===== src/rtl/fmul_pipe_hs.sv =====
// Three-stage elastic floating-point multiplier (FloPoCo-style operands) with a sideband tag.
// Defining FMUL_FLAGS_EN adds sticky exception flags with a clear input.
module fmul_pipe_hs #(
   parameter int WE    = 4,
   parameter int WF    = 4,
   parameter int TAG_W = 8,
   parameter int ID    = 1
) (
   input  logic                 clk,
   input  logic                 rst_n,
   input  logic                 in_valid,
   output logic                 in_ready,
   input  logic [WE+WF+2:0]     X,
   input  logic [WE+WF+2:0]     Y,
   input  logic [TAG_W-1:0]     in_tag,
   output logic                 out_valid,
   input  logic                 out_ready,
   output logic [WE+WF+2:0]     R,
   output logic [TAG_W-1:0]     out_tag
`ifdef FMUL_FLAGS_EN
   ,
   input  logic                 flag_clr,
   output logic [3:0]           flags
`endif
);

   localparam int W      = WE + WF + 3;
   localparam int PW     = 2 * WF + 2;
   localparam int TW     = TAG_W + 0 * ID;
   localparam int BIAS_I = (1 << (WE - 1)) - 1;
   localparam logic [WE+1:0] BIAS = BIAS_I[WE+1:0];

   logic adv;

   // Every stage advances together; reset forces acceptance so upstream never waits on it.
   assign adv      = ~out_valid | out_ready;
   assign in_ready = adv | ~rst_n;

   logic [1:0]    xe, ye, exc_c;
   logic          sign_c;
   logic [WE+1:0] expsum_c;
   logic [PW-1:0] prod_c;

   always_comb begin
      xe       = X[W-1:W-2];
      ye       = Y[W-1:W-2];
      sign_c   = X[WE+WF] ^ Y[WE+WF];
      exc_c    = 2'b01;
      if (xe == 2'b11 || ye == 2'b11)
         exc_c = 2'b11;
      else if ((xe == 2'b00 && ye == 2'b10) || (xe == 2'b10 && ye == 2'b00))
         exc_c = 2'b11;
      else if (xe == 2'b10 || ye == 2'b10)
         exc_c = 2'b10;
      else if (xe == 2'b00 || ye == 2'b00)
         exc_c = 2'b00;
      expsum_c = {2'b00, X[WE+WF-1:WF]} + {2'b00, Y[WE+WF-1:WF]} - BIAS;
      prod_c   = {{(WF+1){1'b0}}, 1'b1, X[WF-1:0]} * {{(WF+1){1'b0}}, 1'b1, Y[WF-1:0]};
   end

   logic          s1_valid, s1_sign;
   logic [TW-1:0] s1_tag;
   logic [1:0]    s1_exc;
   logic [WE+1:0] s1_expsum;
   logic [PW-1:0] s1_prod;

   always_ff @(posedge clk) begin
      if (!rst_n) begin
         s1_valid  <= 1'b0;
         s1_tag    <= '0;
         s1_sign   <= 1'b0;
         s1_exc    <= 2'b00;
         s1_expsum <= '0;
         s1_prod   <= '0;
      end else if (adv) begin
         s1_valid  <= in_valid;
         s1_tag    <= in_tag;
         s1_sign   <= sign_c;
         s1_exc    <= exc_c;
         s1_expsum <= expsum_c;
         s1_prod   <= prod_c;
      end
   end

   logic          norm, guard, sticky, round_up;
   logic [WF-1:0] frac_pre;
   logic [WF:0]   frac_sum;
   logic [WE+1:0] exp_r;
   logic [W-1:0]  res_c;

   // A rounding carry out of the fraction leaves it all-zero and bumps the exponent.
   always_comb begin
      norm     = s1_prod[PW-1];
      frac_pre = norm ? s1_prod[PW-2 -: WF] : s1_prod[PW-3 -: WF];
      guard    = norm ? s1_prod[WF] : s1_prod[WF-1];
      sticky   = norm ? |s1_prod[WF-1:0] : |s1_prod[WF-2:0];
      round_up = guard & (sticky | frac_pre[0]);
      frac_sum = {1'b0, frac_pre} + {{WF{1'b0}}, round_up};
      exp_r    = s1_expsum + {{(WE+1){1'b0}}, norm} + {{(WE+1){1'b0}}, frac_sum[WF]};
      res_c    = {s1_exc, s1_sign, {(WE+WF){1'b0}}};
      if (s1_exc == 2'b01) begin
         case (exp_r[WE+1:WE])
            2'b00:   res_c = {2'b01, s1_sign, exp_r[WE-1:0], frac_sum[WF-1:0]};
            2'b01:   res_c = {2'b10, s1_sign, {(WE+WF){1'b0}}};
            default: res_c = {2'b00, s1_sign, {(WE+WF){1'b0}}};
         endcase
      end
   end

`ifdef FMUL_FLAGS_EN
   logic [3:0] ev_c, s2_ev, out_ev;
   logic       is_norm;

   assign is_norm = (s1_exc == 2'b01);
   assign ev_c    = {s1_exc == 2'b11,
                     is_norm & (exp_r[WE+1:WE] == 2'b01),
                     is_norm & exp_r[WE+1],
                     is_norm & (guard | sticky | (exp_r[WE+1:WE] != 2'b00))};
`endif

   logic          s2_valid;
   logic [TW-1:0] s2_tag;
   logic [W-1:0]  s2_res;

   always_ff @(posedge clk) begin
      if (!rst_n) begin
         s2_valid  <= 1'b0;
         s2_tag    <= '0;
         s2_res    <= '0;
         out_valid <= 1'b0;
         out_tag   <= '0;
         R         <= '0;
      end else if (adv) begin
         s2_valid  <= s1_valid;
         s2_tag    <= s1_tag;
         s2_res    <= res_c;
         out_valid <= s2_valid;
         out_tag   <= s2_tag;
         R         <= s2_res;
      end
   end

`ifdef FMUL_FLAGS_EN
   // Events ride with their result and are only folded in when that result handshakes out.
   always_ff @(posedge clk) begin
      if (!rst_n) begin
         s2_ev  <= 4'b0000;
         out_ev <= 4'b0000;
         flags  <= 4'b0000;
      end else begin
         if (adv) begin
            s2_ev  <= ev_c;
            out_ev <= s2_ev;
         end
         if (flag_clr)
            flags <= 4'b0000;
         else if (out_valid && out_ready)
            flags <= flags | out_ev;
      end
   end
`endif

endmodule


===== config.mk =====
export PLATFORM = sky130hd
export DESIGN_NAME = fmul_pipe_hs
export DESIGN_NICKNAME = d
export VERILOG_FILES = /design/src/rtl/fmul_pipe_hs.sv
export SDC_FILE = /design/constraint.sdc
export NUM_CORES = 1
export LEC_CHECK = 0
export CORE_MARGIN = 5
export CORE_UTILIZATION = 55
export CTS_BUF_LIST = sky130_fd_sc_hd__clkbuf_8 sky130_fd_sc_hd__clkbuf_16
export CTS_CLUSTER_DIAMETER = 60
export DETAILED_ROUTE_END_ITERATION = 10
export GPL_TIMING_DRIVEN = 0
export PLACE_DENSITY_LB_ADDON = 0.25
export SYNTH_ARGS = -nofsm -noshare
export SYNTH_HDL_FRONTEND = slang
export SYNTH_SLANG_ARGS = --single-unit

===== constraint.sdc =====
create_clock -name clk -period 5 [get_ports clk]
set_input_delay 1.25 -clock clk [delete_from_list [all_inputs] [get_ports clk]]
set_output_delay 1.25 -clock clk [all_outputs]
set_load 0.01 [all_outputs]

==> flow_metrics.py <==
metrics = {
    "clock_tree": {
        "clockRootBuffer": "clkbuf_8",
        "cts-resized-gates": 0,
        "cts_tree": "done",
        "hold_buffers": 0,
        "cts_setup_buffers": 0,
        "clock_path_buffers": 2,
        "clkTransAtPathRegs_ps": 70,
        "htreeDepth": 3,
        "clock_latency_ps": 350,
        "cts.sinks": 68,
        "cts_buffers": 9,
    },
    "drt": {
        "wl_um": 7909,
        "ant_nets": 0,
        "top_layer_used": "met4",
        "via_count": 3110,
        "dr_wl_met3_um": 366,
        "wl_per_cell_um": 13.41,
        "first_iter_violations": 81,
        "via_per_inst": 5.271,
        "wl_met1_um": 3678,
        "dr_wl_met2_um": 3748,
        "dr.pass1.iters": 4,
        "drc": 0,
    },
    "worst_setup_path": {
        "max_stage_delay_ps": 530,
        "rr_startpoint": "s1_prod[9]",
        "reg2reg_depth": 13,
        "cp_data_arrival_time_ps": 4850,
        "worstSetupStartpointType": "input pin",
        "path_class": "in -> reg",
        "cpMaxStageDelayCell": "fa_1",
        "worst-path-max-fanout": 5,
        "worstReg2RegEnd": "s2_res[0]",
        "path_cells": "clkdlybuf4s50_1 -> and2_1 -> fa_1 -> inv_1 -> fa_1 -> fa_1 -> inv_1 -> ha_1 -> a21oi_1 -> a211oi_1 -> or3_1 -> a31oi_1",
        "r2r_slack_ps": 2280,
        "crit_top_cell": "fa_1",
        "critPathRequiredTime_ps": 5270,
        "worstSetupEndpointType": "flop",
    },
    "power": {
        "switching_share_pct": 29.67,
        "p_leak_nw": 1.910,
        "power_frac_clock_pct": 32.0,
        "seq_power_share_pct": 45.3,
        "power-per-cell-area_nw_per_um2": 297.1,
        "p_comb_share_pct": 22.7,
        "power_mw": 1.370,
        "intPower_mw": 0.9632,
        "ir_drop_v": 0.0001493,
        "switchingPower_mw": 0.4064,
    },
    "timing": {
        "tightest_slew_ps": 532.6,
        "rsz0062_at_grt": "false",
        "max_freq_mhz": 218.4,
        "setup_viol": 0,
        "setup_tns_ps": 0,
        "fin_crit_sh_pct": 91.56,
        "max_slew_margin_pct": 64.49,
        "final_max_slew_viol_count": 0,
        "finalHoldViolCount": 0,
        "finClkSkew_ps": 8.005,
        "fin_crit_ps": 4578,
    },
    "place": {
        "io_buffers": 54,
        "gp_congestion": 0.8219,
        "placed_cells": 574,
        "dpl.hpwl_um": 6218,
        "dpl_cell_area_um2": 4417,
    },
    "final_layout": {
        "syn_to_final_growth_pct": 22.07,
        "n_antenna_cell": 0,
        "layout.cells.non_filler": 590,
        "drive_gt1_share_pct": 7.843,
        "final_util_pct": 68.22,
        "final_area_um2": 4609,
        "layout.nets": 576,
    },
    "floorplan": {
        "fp-row-count": 30,
        "dieHeight_um": 92.86,
        "die_x_um": 92.86,
        "ios": 55,
        "die-area_um2": 8623,
        "coreArea_um2": 6756,
        "start_util_pct": 55.89,
    },
    "global_route": {
        "grt_pass1_vias": 2952,
        "grt_pass1_wl_um": 13500,
        "grt_antenna_before_repair": 0,
        "grt_usage_pct": 19.76,
        "gr-total-overflow": 0,
        "grt_start_max_net_pins": 13,
    },
    "synthesis": {
        "ys_ff_latch": 68,
        "syn-num-nets": 511,
        "synthesis.instances": 440,
        "syn_area_per_cell_um2": 8.582,
        "synth_ff_type": "dfxtp_1",
        "synth_edf_count": 0,
        "synth_area_um2": 3776,
        "ys_types": 53,
        "ys.warnings.count": 0,
        "ys_seq_area_share_pct": 36.05,
        "async_reset_ff_share_pct": 0,
    },
    "status": {
        "status": "finished, final reports clean",
    },
    "job": {
        "drv_cap": 0,
    },
    "hold_path": {
        "hold_class": "reg -> reg",
        "hold_end": "s2_tag[0]",
        "hp-start": "s2_tag[0]",
        "worstHoldPathCells": 2,
    },
}
## worst max-delay path by stage
stage	to	start	slack, ps	depth (start not counted)
global placement	s1_prod[9]	X[2]	170	12
CTS	s1_prod[9]	X[2]	430	12
global route	s1_prod[9]	X[2]	260	12
detailed placement	s1_prod[9]	X[2]	80	12
finish	s1_prod[9]	X[2]	420	12
floorplan	s1_prod[9]	X[1]	790	12
## logic make-up after synthesis
kind of cell               count (synthesis)  share of synthesized area [%]
and+or+nand+nor                          166                          20.34
AOI/OAI and AO/OA                         97                          18.59
DFF                                       68                          36.05
buffers and inverters                     59                          6.958
adders and majority gates                 37                          14.45
xor gates and xnor gates                   8                          1.856
muxes                                      5                          1.756
## cells in the mapped netlist, drive strengths merged, types with 2 or more instances
master	count	area share [%]
mux2	3	0.89
o21ai	10	1.3
o21a	6	1.2
nand4b	2	0.46
a21boi	47	9.3
buf	13	2.4
dfxtp	68	36
o211ai	2	0.40
fa	11	5.8
a21oi	8	1.1
a21o	3	0.60
nor3	4	0.83
nand2	117	12
clkbuf	10	0.99
xnor2	5	1.2
xor2	3	0.70
nand2b	3	0.50
a31oi	3	0.50
and3	2	0.33
mux2i	2	0.86
nor2	8	0.80
inv	36	3.6
nor2b	2	0.40
ha	26	8.6
nand3b	2	0.40
nand3	9	1.7
nor3b	4	0.93
o211a	3	0.80
and2	8	1.3
o31ai	7	1.4
## power groups by stage
stage	Combinational, mW	Clock [mW]	Sequential, mW
6_report	0.311	0.438	0.621
5_1_grt	0.355	0.472	0.627
4_1_cts	0.312	0.445	0.620
3_5_place_dp	0.309	0	0.632
3_3_place_gp	0.297	0	0.629
2_1_floorplan	0.215	0	0.624
## metal layers
metal,GRT usage (%),vias up
met4,7.326,0
li1,-,1596
met2,32.69,62
met1,25.29,1441
met5,0,-
met3,4.224,11
## stage by stage
step                hold slack (ps)  setup slack, ps
floorplan                     424.1            785.8
global placement              439.3            173.4
detailed placement            442.5            80.75
CTS                           455.2            434.4
global route                  480.9            258.3
finish                        451.9            422.2
## area by class of cell
class	instances	area, µm²
multi-input combinational	313	2152
fill	574	2147
sequential	68	1361
timing repair buffer	54	540.5
inverter	36	135.1
buffer	23	127.6
clock buffer	9	123.9
tap	80	100.1
clock inverter	7	68.82
## sequential cells by signal, indices dropped and copies added, names as in the netlist
register	flops
s1_prod	10
s2_res	11
out_tag	8
s1_exc	2
out_valid	1
R	11
s1_tag	8
s2_tag	8
s1_expsum	6
s2_valid	1
s1_sign	1
s1_valid	1
## cells in the final DEF (no fill, tap or decap), types with 3 or more instances in the layout
master and n:
nand2_1 117, dfxtp_1 68, clkdlybuf4s50_1 54, a21boi_0 44, inv_1 37, ha_1 26, fa_1 11, clkbuf_1 10
o21ai_0 9, clkbuf_8 9, and2_1 8, nor2_1 8, a21oi_1 8, nand3_1 7, o31ai_1 7, buf_2 6
o21a_1 6, buf_4 5, xnor2_1 5, nand2b_1 3, mux2_2 3, a21boi_1 3, a21o_1 3, xor2_1 3
o211a_1 3, nor3b_1 3, a31oi_1 3, nor3_1 3
## worst max-delay path, delay by kind of cell
kind                       cells  cell delay [ps]
buffers and inverters          3              600
and+or+nand+nor                2              570
AOI/OAI and AO/OA              3              600
adders and majority gates      4             1820
Power figures use the tool's default switching activity.
